**config.mk**
```make
export PLATFORM = sky130hd
export DESIGN_NAME = rmon_accum_ctrl_flat
export DESIGN_NICKNAME = d
export VERILOG_FILES = /design/src/rtl/rmon_pkg.sv /design/src/rtl/rmon_accum_ctrl_if.sv /design/src/rtl/rmon_req_latch.sv /design/src/rtl/rmon_accum_ctrl.sv /design/src/flat_wrapper.sv
export SDC_FILE = /design/constraint.sdc
export NUM_CORES = 1
export LEC_CHECK = 0
export ABC_CLOCK_PERIOD_IN_PS = 3500
export CAP_MARGIN = 5
export CELL_PAD_IN_SITES_DETAIL_PLACEMENT = 0
export CELL_PAD_IN_SITES_GLOBAL_PLACEMENT = 1
export CORE_UTILIZATION = 35
export DETAILED_ROUTE_END_ITERATION = 10
export GPL_TIMING_DRIVEN = 0
export PLACE_DENSITY_LB_ADDON = 0.1
export SLEW_MARGIN = 15
export SYNTH_ARGS = -nofsm -noshare
export SYNTH_HDL_FRONTEND = slang
export SYNTH_SLANG_ARGS = --single-unit
```
**constraint.sdc**
```tcl
create_clock -name clk -period 3.5 [get_ports clk]
set_input_delay 0.35 -clock clk [delete_from_list [all_inputs] [get_ports clk]]
set_output_delay 0.35 -clock clk [all_outputs]
set_load 0.005 [all_outputs]
```
**src/rtl/rmon_pkg.sv**
```systemverilog
// Shared types and default widths for the RMON statistics accumulation block.
package rmon_pkg;

  localparam int RMON_ADDR_W  = 6;
  localparam int RMON_DATA_W  = 32;
  localparam int RMON_INC_W   = 16;
  localparam int RMON_PORT_TX = 0;
  localparam int RMON_PORT_RX = 1;

  typedef enum logic [1:0] {
    ST_INIT,
    ST_IDLE,
    ST_RD,
    ST_WR
  } rmon_state_e;

endpackage

```
**src/rtl/rmon_accum_ctrl_if.sv**
```systemverilog
// Request strobes from the TX/RX statistics sources plus RAM port A of the RMON counters.
import rmon_pkg::*;

interface rmon_accum_ctrl_if #(
  parameter int ADDR_W = RMON_ADDR_W,
  parameter int DATA_W = RMON_DATA_W,
  parameter int INC_W  = RMON_INC_W
);
  // Index 0 is the TX source, index 1 the RX source.
  logic [1:0]             req_apply;
  logic [1:0][ADDR_W-1:0] req_addr;
  logic [1:0][INC_W-1:0]  req_data;
  logic [1:0]             req_next;
  logic [1:0]             req_ovf;
  logic [ADDR_W-1:0]      addra;
  logic [DATA_W-1:0]      dina;
  logic                   wea;
  logic [DATA_W-1:0]      douta;
  logic                   init_done;

  modport master (
    output req_apply, req_addr, req_data, douta,
    input  req_next, req_ovf, addra, dina, wea, init_done
  );

  modport slave (
    input  req_apply, req_addr, req_data, douta,
    output req_next, req_ovf, addra, dina, wea, init_done
  );
endinterface

```
**src/rtl/rmon_req_latch.sv**
```systemverilog
// One-entry request holding register for a statistics source, with a dropped-strobe pulse.
module rmon_req_latch #(
  parameter int ADDR_W = 6,
  parameter int INC_W  = 16
) (
  input  logic              clk,
  input  logic              reset,
  input  logic              apply,
  input  logic [ADDR_W-1:0] addr,
  input  logic [INC_W-1:0]  data,
  input  logic              grant,
  output logic              valid,
  output logic [ADDR_W-1:0] lat_addr,
  output logic [INC_W-1:0]  lat_data,
  output logic              ovf
);
  logic              valid_reg;
  logic              ovf_reg;
  logic [ADDR_W-1:0] addr_reg;
  logic [INC_W-1:0]  data_reg;
  logic              load;

  // A grant in the same cycle frees the entry, so the new strobe takes it.
  assign load = apply && (!valid_reg || grant);

  always_ff @(posedge clk) begin
    if (reset) begin
      valid_reg <= 1'b0;
      ovf_reg   <= 1'b0;
      addr_reg  <= '0;
      data_reg  <= '0;
    end else begin
      ovf_reg <= apply && valid_reg && !grant;
      if (load) begin
        valid_reg <= 1'b1;
        addr_reg  <= addr;
        data_reg  <= data;
      end else if (grant) begin
        valid_reg <= 1'b0;
      end
    end
  end

  assign valid    = valid_reg;
  assign lat_addr = addr_reg;
  assign lat_data = data_reg;
  assign ovf      = ovf_reg;
endmodule

```
**src/rtl/rmon_accum_ctrl.sv**
```systemverilog
// RMON counter read-modify-write engine: clears the RAM after reset, then round-robins TX/RX increments.
// Define RMON_SATURATE_EN to clamp counters at all-ones instead of wrapping.
module rmon_accum_ctrl
  import rmon_pkg::*;
#(
  parameter int ADDR_W = RMON_ADDR_W,
  parameter int DATA_W = RMON_DATA_W,
  parameter int INC_W  = RMON_INC_W
) (
  input logic             clk,
  input logic             reset,
  rmon_accum_ctrl_if.slave bus
);
  logic [1:0]             lat_valid;
  logic [1:0][ADDR_W-1:0] lat_addr;
  logic [1:0][INC_W-1:0]  lat_data;
  logic [1:0]             lat_ovf;
  logic [1:0]             grant;
  logic                   pick;

  rmon_state_e       state_reg;
  logic [ADDR_W-1:0] addr_reg;
  logic [INC_W-1:0]  inc_reg;
  logic              last_reg;
  logic              init_done_reg;
  logic [DATA_W-1:0] upd;

  generate
    for (genvar gi = 0; gi < 2; gi++) begin : g_port
      rmon_req_latch #(
        .ADDR_W(ADDR_W),
        .INC_W (INC_W)
      ) u_latch (
        .clk     (clk),
        .reset   (reset),
        .apply   (bus.req_apply[gi]),
        .addr    (bus.req_addr[gi]),
        .data    (bus.req_data[gi]),
        .grant   (grant[gi]),
        .valid   (lat_valid[gi]),
        .lat_addr(lat_addr[gi]),
        .lat_data(lat_data[gi]),
        .ovf     (lat_ovf[gi])
      );
    end
  endgenerate

  // On a tie take the port not served last; a lone request wins outright.
  always_comb begin
    pick  = (lat_valid == 2'b11) ? ~last_reg : lat_valid[RMON_PORT_RX];
    grant = 2'b00;
    if (state_reg == ST_IDLE)
      grant = (pick ? 2'b10 : 2'b01) & lat_valid;
  end

`ifdef RMON_SATURATE_EN
  logic [DATA_W:0] sum;
  always_comb begin
    sum = {1'b0, bus.douta} + (DATA_W+1)'(inc_reg);
    upd = sum[DATA_W] ? '1 : sum[DATA_W-1:0];
  end
`else
  always_comb begin
    upd = bus.douta + DATA_W'(inc_reg);
  end
`endif

  always_ff @(posedge clk) begin
    if (reset) begin
      state_reg     <= ST_INIT;
      addr_reg      <= '0;
      inc_reg       <= '0;
      last_reg      <= 1'b1;
      init_done_reg <= 1'b0;
    end else begin
      case (state_reg)
        ST_INIT: begin
          addr_reg <= addr_reg + ADDR_W'(1);
          if (addr_reg == '1) begin
            state_reg     <= ST_IDLE;
            init_done_reg <= 1'b1;
          end
        end
        ST_IDLE: begin
          if (|lat_valid) begin
            last_reg  <= pick;
            addr_reg  <= lat_addr[pick];
            inc_reg   <= lat_data[pick];
            state_reg <= ST_RD;
          end
        end
        ST_RD:   state_reg <= ST_WR;
        ST_WR:   state_reg <= ST_IDLE;
        default: state_reg <= ST_INIT;
      endcase
    end
  end

  // Write enable is gated by reset so an abandoned WR never lands in the RAM.
  assign bus.wea       = !reset && (state_reg == ST_INIT || state_reg == ST_WR);
  assign bus.addra     = addr_reg;
  assign bus.dina      = (state_reg == ST_WR) ? upd : '0;
  assign bus.req_next  = grant;
  assign bus.req_ovf   = lat_ovf;
  assign bus.init_done = init_done_reg;
endmodule

```
**src/flat_wrapper.sv**
```systemverilog
// flat-port wrapper written by rule: the top's interface ports become plain ports
module rmon_accum_ctrl_flat import rmon_pkg::*;
#(
  parameter int ADDR_W = RMON_ADDR_W,
  parameter int DATA_W = RMON_DATA_W,
  parameter int INC_W  = RMON_INC_W
)
  (clk, reset, bus_req_apply, bus_req_addr, bus_req_data, bus_douta, bus_req_next, bus_req_ovf, bus_addra, bus_dina, bus_wea, bus_init_done);
  rmon_accum_ctrl_if #(.ADDR_W(ADDR_W), .DATA_W(DATA_W), .INC_W(INC_W)) bus_i ();
  input logic clk;
  input logic reset;
  input wire logic [$bits(bus_i.req_apply)-1:0] bus_req_apply;
  input wire logic [$bits(bus_i.req_addr)-1:0] bus_req_addr;
  input wire logic [$bits(bus_i.req_data)-1:0] bus_req_data;
  input wire logic [$bits(bus_i.douta)-1:0] bus_douta;
  output wire logic [$bits(bus_i.req_next)-1:0] bus_req_next;
  output wire logic [$bits(bus_i.req_ovf)-1:0] bus_req_ovf;
  output wire logic [$bits(bus_i.addra)-1:0] bus_addra;
  output wire logic [$bits(bus_i.dina)-1:0] bus_dina;
  output wire logic [$bits(bus_i.wea)-1:0] bus_wea;
  output wire logic [$bits(bus_i.init_done)-1:0] bus_init_done;
  assign bus_i.req_apply = bus_req_apply;
  assign bus_i.req_addr = bus_req_addr;
  assign bus_i.req_data = bus_req_data;
  assign bus_i.douta = bus_douta;
  assign bus_req_next = bus_i.req_next;
  assign bus_req_ovf = bus_i.req_ovf;
  assign bus_addra = bus_i.addra;
  assign bus_dina = bus_i.dina;
  assign bus_wea = bus_i.wea;
  assign bus_init_done = bus_i.init_done;
  rmon_accum_ctrl #(.ADDR_W(ADDR_W), .DATA_W(DATA_W), .INC_W(INC_W)) u_core (.clk(clk), .reset(reset), .bus(bus_i));
endmodule
```
==> results of run 1 <==
## layer usage
metal,track usage,up-vias
met1,0.2545,2047
met4,0.06147,0
met3,0.03017,11
li1,-,2325
met2,0.3418,113
met5,0,-
## cells in the mapped netlist, types with 7 or more instances
master    count  area share
nor3_1        7      0.0079
buf_2        10       0.011
dfxtp_1      74        0.34
inv_1        13       0.011
and3_1        7      0.0099
a21oi_1      66       0.075
nand2_1     123        0.10
mux2i_1      32       0.072
a31oi_1       9       0.013
nor2_1       62       0.053
o21ai_0      18       0.020
nand3_1       8      0.0091
ha_1         21       0.059
clkbuf_1     24       0.020
a211oi_1     18       0.031
nand2b_1      9       0.013
xnor2_1       8       0.016
## power by group through the flow
stage,registers (W),logic [W],clock network (W)
6_report,0.00104,0.00109,0.000980
5_1_grt,0.00105,0.00121,0.00103
4_1_cts,0.00104,0.00108,0.000999
3_5_place_dp,0.00106,0.00103,0
3_3_place_gp,0.00105,0.00102,0
2_1_floorplan,0.00103,0.000714,0
## stage by stage
stage / setup TNS [ns] / setup WS, ns / utilization / power [W] / cell area (µm²)
finish: 0 / 0.08434 / 0.5199 / 0.003106 / 6322
floorplan: 0 / 0.6759 / - / 0.001740 / 4419
detailed placement: -3.337 / -0.5133 / 0.4811 / 0.002087 / 5851
global route: -0.01481 / -0.01481 / 0.5199 / 0.003298 / 6322
global placement: -3.318 / -0.5070 / 0.4811 / 0.002067 / 5851
CTS: 0 / 0.0006566 / 0.5141 / 0.003112 / 6252
## worst paths after layout
| check | from | slack, ns | cells after the start | to |
|---|---|---|---|---|
| hold / removal | reset | 0.44 | 2 | u_core.inc_reg[6]$_SDFFE_PP0P_ |
| hold reg to reg | u_core.g_port[1].u_latch.lat_addr[1]$_SDFFE_PP0P_ | 0.45 | 2 | u_core.g_port[1].u_latch.lat_addr[1]$_SDFFE_PP0P_ |
| setup reg to reg | u_core.state_reg[0]$_SDFFE_PP0P_ | 1.10 | 7 | u_core.g_port[0].u_latch.lat_data[4]$_SDFFE_PP0P_ |
| setup / recovery | u_core.inc_reg[0]$_SDFFE_PP0P_ | 0.08 | 11 | bus_dina[26] |
## cells by family after synthesis
kind of cell               count (synthesis)
AOI/OAI and AO/OA                        149
xor gates and xnor gates                  14
adders and majority gates                 22
buffers and inverters                     56
DFF                                       74
muxes                                     32
and+or+nand+nor                          241
## cell usage in the layout, fill, tap and decap left out, types with 2 or more instances in the layout
| master | Yosys | layout |
|---|---|---|
| o21ai_1 | 4 | 3 |
| o22a_1 | 2 | 2 |
| xor2_1 | 6 | 6 |
| nand4_1 | 5 | 5 |
| buf_2 | 10 | 15 |
| a21oi_2 | 1 | 5 |
| clkbuf_16 | 0 | 9 |
| dfxtp_1 | 74 | 73 |
| dlymetal6s2s_1 | 0 | 2 |
| or4_4 | 0 | 3 |
| xnor2_1 | 8 | 8 |
| o21ai_0 | 18 | 17 |
| a21oi_1 | 66 | 62 |
| buf_4 | 6 | 14 |
| clkinv_2 | 0 | 2 |
| clkbuf_1 | 24 | 25 |
| dlygate4sd2_1 | 0 | 2 |
| ha_1 | 21 | 19 |
| and4_1 | 2 | 2 |
| inv_1 | 13 | 12 |
| bufinv_16 | 0 | 2 |
| clkdlybuf4s50_1 | 0 | 112 |
| a22oi_1 | 4 | 4 |
| nand3_1 | 8 | 7 |
| a31oi_1 | 9 | 8 |
| nor2_1 | 62 | 62 |
| nor2b_1 | 3 | 3 |
| a21o_1 | 4 | 4 |
| and3_1 | 7 | 6 |
| or3_1 | 2 | 2 |
| nand2_1 | 123 | 123 |
| and2_0 | 2 | 2 |
| o31ai_1 | 4 | 4 |
| o21a_1 | 5 | 5 |
| nor3_1 | 7 | 6 |
| nand2b_1 | 9 | 9 |
| mux2i_1 | 32 | 32 |
| a211oi_1 | 18 | 18 |
## final cells by class
class	instances	area, µm²
inverter	14	52.55
timing repair buffer	130	1259
buffer	42	200.2
fill	1225	5839
tap	168	210.2
sequential	74	1483
clock inverter	5	77.57
multi-input combinational	458	2798
clock buffer	11	242.7
## worst max-delay path: stages, from the launching register on
cell and delay, ns:
dfxtp_2 0.35, ha_4 0.13, inv_2 0.04, fa_2 0.34, and2b_2 0.26, o2111ai_4 0.12
and3_4 0.20, o31a_1 0.32, buf_4 0.16, or4_4 0.51, a21oi_2 0.17, buf_2 0.14
## timing repair
item | in CTS | in global routing
gates resized for setup | 37 | 14
hold endpoints to repair | 0 | 0
buffers inserted | 6 | 2
endpoints found under the setup margin | 13 | 12
pin swaps | 8 | 9
==> impl.org, run 1 <==
** Detailed routing
- After detailed routing, the number of remaining DRC violations is 0.
- Wire length on met3 :: 551 µm
- In the routed layout, each cell is associated on average with a via count of 4.984.
- Wire segments on met2 add up to 5.982 mm in the final route.
- Final WL :: 12.84 mm
- Total via count after detailed routing :: 4,496
- Routed len/inst :: 14.23 µm
- Routed met1 length :: 6.176 mm
- The first detailed-routing pass ran for 6 iterations.
- The detailed router finished its first iteration with 211 violations.
- The detailed router used layers up to and including met4.
- The detail route stage leaves a number of antenna-violating nets equal to 0.

** GRT
- The number of global-route vias before repair came to 4,270.
- GRT Overall Usage :: 0.1984
- Largest net degree at the start of global routing :: 13
- The first global-routing pass estimated 20.39 mm of wire.
- Grt ovf :: 0
- Number of antenna violations at the first check in global routing :: 0

** Die
- Core footprint :: 0.01216 mm²
- Initial cell density of the core :: 0.3634
- From left edge to right edge, the die measures 114.4 µm.
- 124 I/O pins were placed.
- The floorplan step defined a die boundary enclosing 0.01308 mm².
- Placement Rows :: 40
- Die H :: 114.4 µm

** CTS
- TritonCTS built the clock tree.
- Cts bufs inserted :: 9
- Hold buffer count at cts :: 0
- No sink is reached through more buffers than the 2 on the longest clock path.
- CTS built an H-tree with a depth of 3.
- Clock latency on the worst-skew pair, taken at its later pin, is 0.33 ns.
- The tree is rooted in a clkbuf_16.
- Clock-pin slew on the worst setup and hold paths :: 0.06 ns
- Number of clock sinks :: 74

** Synth
- After synthesis, the largest family of logic cells by area is simple AND/OR/NAND/NOR gates.
- Synth cell types :: 56
- Of the total synthesized cell area, the portion taken by AND, OR, NAND and NOR gates is 0.2367.
- Mux share of post-synthesis cell area :: 0.07248
- Number of flops mapped to enable cells by yosys :: 0
- Each instance of the synthesized netlist takes up on average 7.516 µm².
- Among all flip-flop cells after synthesis, the most frequent one is dfxtp_1.
- FF+latch count, synth :: 74
- During synthesis, Yosys emitted a total of 0 warnings.
- Of the total synthesized cell area, the portion taken by XOR and XNOR cells is 0.02775.
- After synthesis the cells add up to 0.004419 mm².
- Of the total synthesized cell area, the portion taken by full adders, half adders and majority gates is 0.06399.
- Of all flip-flops after synthesis, the portion carrying an async set or reset was 0.
- Of the synthesized area, sequential elements account for 0.3352.
- Post-Synthesis Cells :: 588
- Fraction of the mapped netlist area in compound gates :: 0.2067
- Post-synth net total :: 690

** Pwr
- Clk network pwr share :: 0.316
- IR analysis of the VDD net gives a maximum drop of 0.3648 mV.
- Net switching share of the total power :: 0.3281
- Internal Power :: 0.002087 W
- Share of power burned in registers :: 0.334
- The analysis attributes to net switching a power of 0.001019 W.
- The share of total power dissipated in combinational logic is 0.350.
- Summed over all cells, the static leakage comes to 2.388 nW.
- Power per cell area :: 491.2 mW/mm²

** Run
- Total of max-cap violations :: 0

** Timing
- Highest clock rate :: 292.8 MHz
- Dividing the final minimum period by the clock period gives 0.9759.
- Setup violations remaining at the end of the flow were counted as 0.
- Post-route clock skew :: 0.005696 ns
- The hold violation count in the final report came to 0.
- Headroom to the max-slew limit :: 0.5723
- Subtracting the final worst setup slack from the clock period gives 3.416 ns.
- Final hold analysis gives a worst-case slack of 0.4403 ns.
- Slew @ Worst Pin :: 0.6366 ns
- Setup repair after global routing could not meet its margin everywhere.
- The count of final max-slew check failures is 0.

** Finish
- Diode insertion count for antenna repair :: 0
- Of the cells placed in the final design, the portion with a size suffix greater than 1 is 0.09537.
- Area growth, synth to finish :: 43.06%
- After the last flow step, the layout net total stands at 831.
- Non-filler instance count after layout :: 902
- The register with the most flip-flops in the layout has 32 of them.

** Placement
- Placed insts :: 878
- Routability-driven placement finished with a final weighted congestion of 0.8474.
- After legalization and detailed placement, the total HPWL measured 10.04 mm.
- Port buffering added 122 buffers.

** Critical path
- For the worst setup path, the data required time is 3.15 ns.
- Type of the worst setup path :: reg2out
- STA classifies the critical path endpoint as an output port.
- Along the worst path, the maximum fanout reaches 3.
- For the worst setup path, the data arrival time is 3.07 ns.
- Worst Setup Start Kind :: flop

** Status
- Run status :: finished, final reports clean

** Worst hold path
- The worst hold path belongs to the class in2reg.
Note: power is estimated with default switching activity, not from simulation.
==> run 2, diff against run 1 <==
Settings changed: GPL_TIMING_DRIVEN 0 to unset.
==> run 2 against run 1 <==
Compared with the run above: cell count decreased by 1.1%; design area fell by 0.34%; core utilization shrank 0.17 points; via count is 1.3% lower; first-iteration DRC count grew 6.2%; flip-flop and latch count is the same; non-clock buffer count fell by 10; maximum frequency grew 0.39%; combinational power grew 4%; hold slack improved by 0.012 ns; clock skew grew 0.0027 ns; critical path type unchanged; critical endpoint is now bus_dina[24]; highest routed layer unchanged.
==> impl.org, run 2 (synthesized netlist as in run 1, its figures left out) <==
** Pwr
- Internal Power :: 0.002034 W
- The share of total power dissipated in sequential elements is 0.341.
- Of the total power, combinational logic draws 0.373.
- In this run the static leakage power is 2.461 nW.
- Of the total power, the clock network draws 0.285.
- Switching power total :: 0.001001 W
- Power per cell area :: 481.6 mW/mm²
- Of the total power, the share spent switching nets is 0.3298.
- VDD sags by at most 0.3316 mV.

** Detailed routing
- After the first detailed-routing iteration, the DRC count stood at 224.
- Routed len/inst :: 14.17 µm
- Number of antenna-violating nets in the routed design :: 0
- The first TritonRoute pass finished after 4 iterations.
- Final routed DRC violation total :: 0
- After detailed routing, the number of vias per cell comes to 4.976.
- Total via count after detailed routing :: 4,439
- Final WL :: 12.64 mm

** Finish
- Of the cells placed in the final design, the portion with a size suffix greater than 1 is 0.1077.
- The area growth from synthesis to layout is 42.58%.
- Fin util :: 0.5181
- The net count of the finished layout is 821.
- The top cell types in the final layout, fill and taps aside, are nand2_1, clkdlybuf4s50_1, dfxtp_1, a21oi_1, nor2_1.
- After routing the design area is 0.006301 mm².
- The library cell used most frequently in the layout, excluding fill and tap cells, is nand2_1.
- Diode insertion count for antenna repair :: 0
- Number of flip-flops under the largest register name :: 32

** CTS
- The tree is rooted in a clkbuf_16.
- The clock tree synthesis step divided the H-tree into 3 levels.
- Hold repair after CTS inserted 0 buffers.
- TritonCTS clock tree :: built
- Cts bufs inserted :: 9
- Bufs on Longest Clock Path :: 2
- Clock-pin slew on the worst setup and hold paths :: 0.05 ns
- Clock latency on the worst-skew pair, taken at its later pin, is 0.33 ns.
- Clock tree synthesis found a total of 74 sinks.

** Timing
- Setup violations remaining at the end of the flow were counted as 0.
- After routing, the total negative slack on setup checks comes to 0 ns.
- Post-layout minimum cycle time :: 3.402 ns
- Measured against its own limit, the worst slew margin works out to 0.4635.
- Derived from the worst setup path, the maximum achievable clock frequency is 293.9 MHz.
- Dividing the final minimum period by the clock period gives 0.9721.
- Post-route clock skew :: 0.008417 ns
- For the pin with the worst max-slew slack, the measured transition is 0.8027 ns.
- Max-slew violation count :: 0
- The hold violation count in the final report came to 0.

** Placement
- Half-perimeter wire length after placement :: 9.363 mm
- Final weighted congestion in routability-driven placement :: 0.8417
- Instance area after placement :: 0.005909 mm²
- Buffers placed on the I/O ports in this run total 123.

** Critical path
- Type of the worst setup path :: reg2out
- Data on the critical path is required at its endpoint by 3.15 ns.
- The number of cells on the worst reg-to-reg path is 7.
- Data arrives at the worst endpoint at 3.05 ns.
- STA classifies the critical path endpoint as an output port.
- In this run the worst path has a maximum fanout of 5.
- Worst Setup Start Kind :: flop

** GRT
- The initial antenna violation count came to 0.
- Largest net degree at the start of global routing :: 45
- For this run the aggregate overflow at the end of global routing stands at 0.
- Wire length of the first global-routing pass :: 20.33 mm
- The number of global-route vias before repair is 4,181.
- In the global route stage, overall resource usage came out at 0.1944.

** Worst hold path
- The tightest min-delay check is of the reg2reg type.
- Hold-critical path depth :: 2

** Status
- The flow ran to the end, and the final reports show no timing, DRC or antenna violations.

** Die
- Core footprint :: 0.01216 mm²
- Measured along the y axis, the die boundary spans 114.4 µm.
- Number of I/O pins :: 124
- The die covers 0.01308 mm².
- The floorplan has 40 rows.
- The floorplan step set the die width to 114.4 µm.
- Initial cell density of the core :: 0.3634

** Run
- Max-cap violations in this run came to 0.
run 2: changes by cell type in the layout (fill, tap and decap cells not counted), moves of 2 or more:
cell | before | now
dlymetal6s2s_1 | 2 | 4
bufinv_16 | 2 | 0
buf_4 | 14 | 38
clkbuf_2 | 0 | 2
clkbuf_8 | 1 | 3
clkinv_2 | 2 | 0
buf_2 | 15 | 2
clkbuf_1 | 25 | 3
run 2: per-stage QoR:
| step | power, W | hold slack, ns | setup slack (ns) | instances |
|---|---|---|---|---|
| 2_1_floorplan | 0.001740 | 0.4357 | 0.6759 | 588 |
| 3_3_place_gp | 0.002126 | 0.4417 | -0.2908 | 870 |
| 3_5_place_dp | 0.002148 | 0.4468 | -0.3186 | 870 |
| 4_1_cts | 0.003038 | 0.4545 | 0.002682 | 890 |
| 5_1_grt | 0.003234 | 0.4683 | -0.001846 | 892 |
| 6_report | 0.003035 | 0.4522 | 0.09764 | 892 |
run 2: final cells by class:
cell class	instances	area (µm²)
multi-input combinational	458	2754
clock inverter	1	7.507
sequential	74	1485
timing repair buffer	162	1514
clock buffer	15	277.8
fill	1247	5861
tap	168	210.2
inverter	14	52.55
run 2: worst max-delay path: stages (launching register included):
cell and delay (ns):
dfxtp_4 0.37, ha_4 0.14, inv_2 0.03, fa_2 0.33, and2b_2 0.23, o2111ai_2 0.11
and3_1 0.20, o31a_1 0.37, buf_4 0.17, or4_4 0.50, a21oi_2 0.14, buf_2 0.13
run 2: metal layers:
layer | routed length, µm | global-route usage | share of wire
met5 | 0 | 0 | 0
met4 | 102 | 0.05022 | 0.0081
met3 | 549 | 0.02647 | 0.043
met2 | 5625 | 0.3204 | 0.45
met1 | 6358 | 0.2669 | 0.50
run 2: power by group through the flow:
stage	Sequential, W	Clock, W	Combinational, W
finish	0.00104	0.000865	0.00113
global route	0.00105	0.000928	0.00126
CTS	0.00104	0.000882	0.00112
detailed placement	0.00105	0	0.00109
global placement	0.00105	0	0.00108
floorplan	0.00103	0	0.000714
run 2: final timing paths:
check	endpoint	slack, ns	startpoint
setup / recovery	bus_dina[24]	0.1	u_core.inc_reg[0]$_SDFFE_PP0P_
hold reg to reg	u_core.g_port[1].u_latch.lat_addr[1]$_SDFFE_PP0P_	0.45	u_core.g_port[1].u_latch.lat_addr[1]$_SDFFE_PP0P_
hold / removal	u_core.g_port[1].u_latch.lat_addr[1]$_SDFFE_PP0P_	0.45	u_core.g_port[1].u_latch.lat_addr[1]$_SDFFE_PP0P_
setup reg to reg	u_core.g_port[0].u_latch.lat_data[11]$_SDFFE_PP0P_	0.85	u_core.state_reg[0]$_SDFFE_PP0P_
run 2: repair_timing:
action	CTS	global route
setup endpoints to repair	8	11
setup buffers	4	2
pin swaps	6	8
resized for setup	20	17
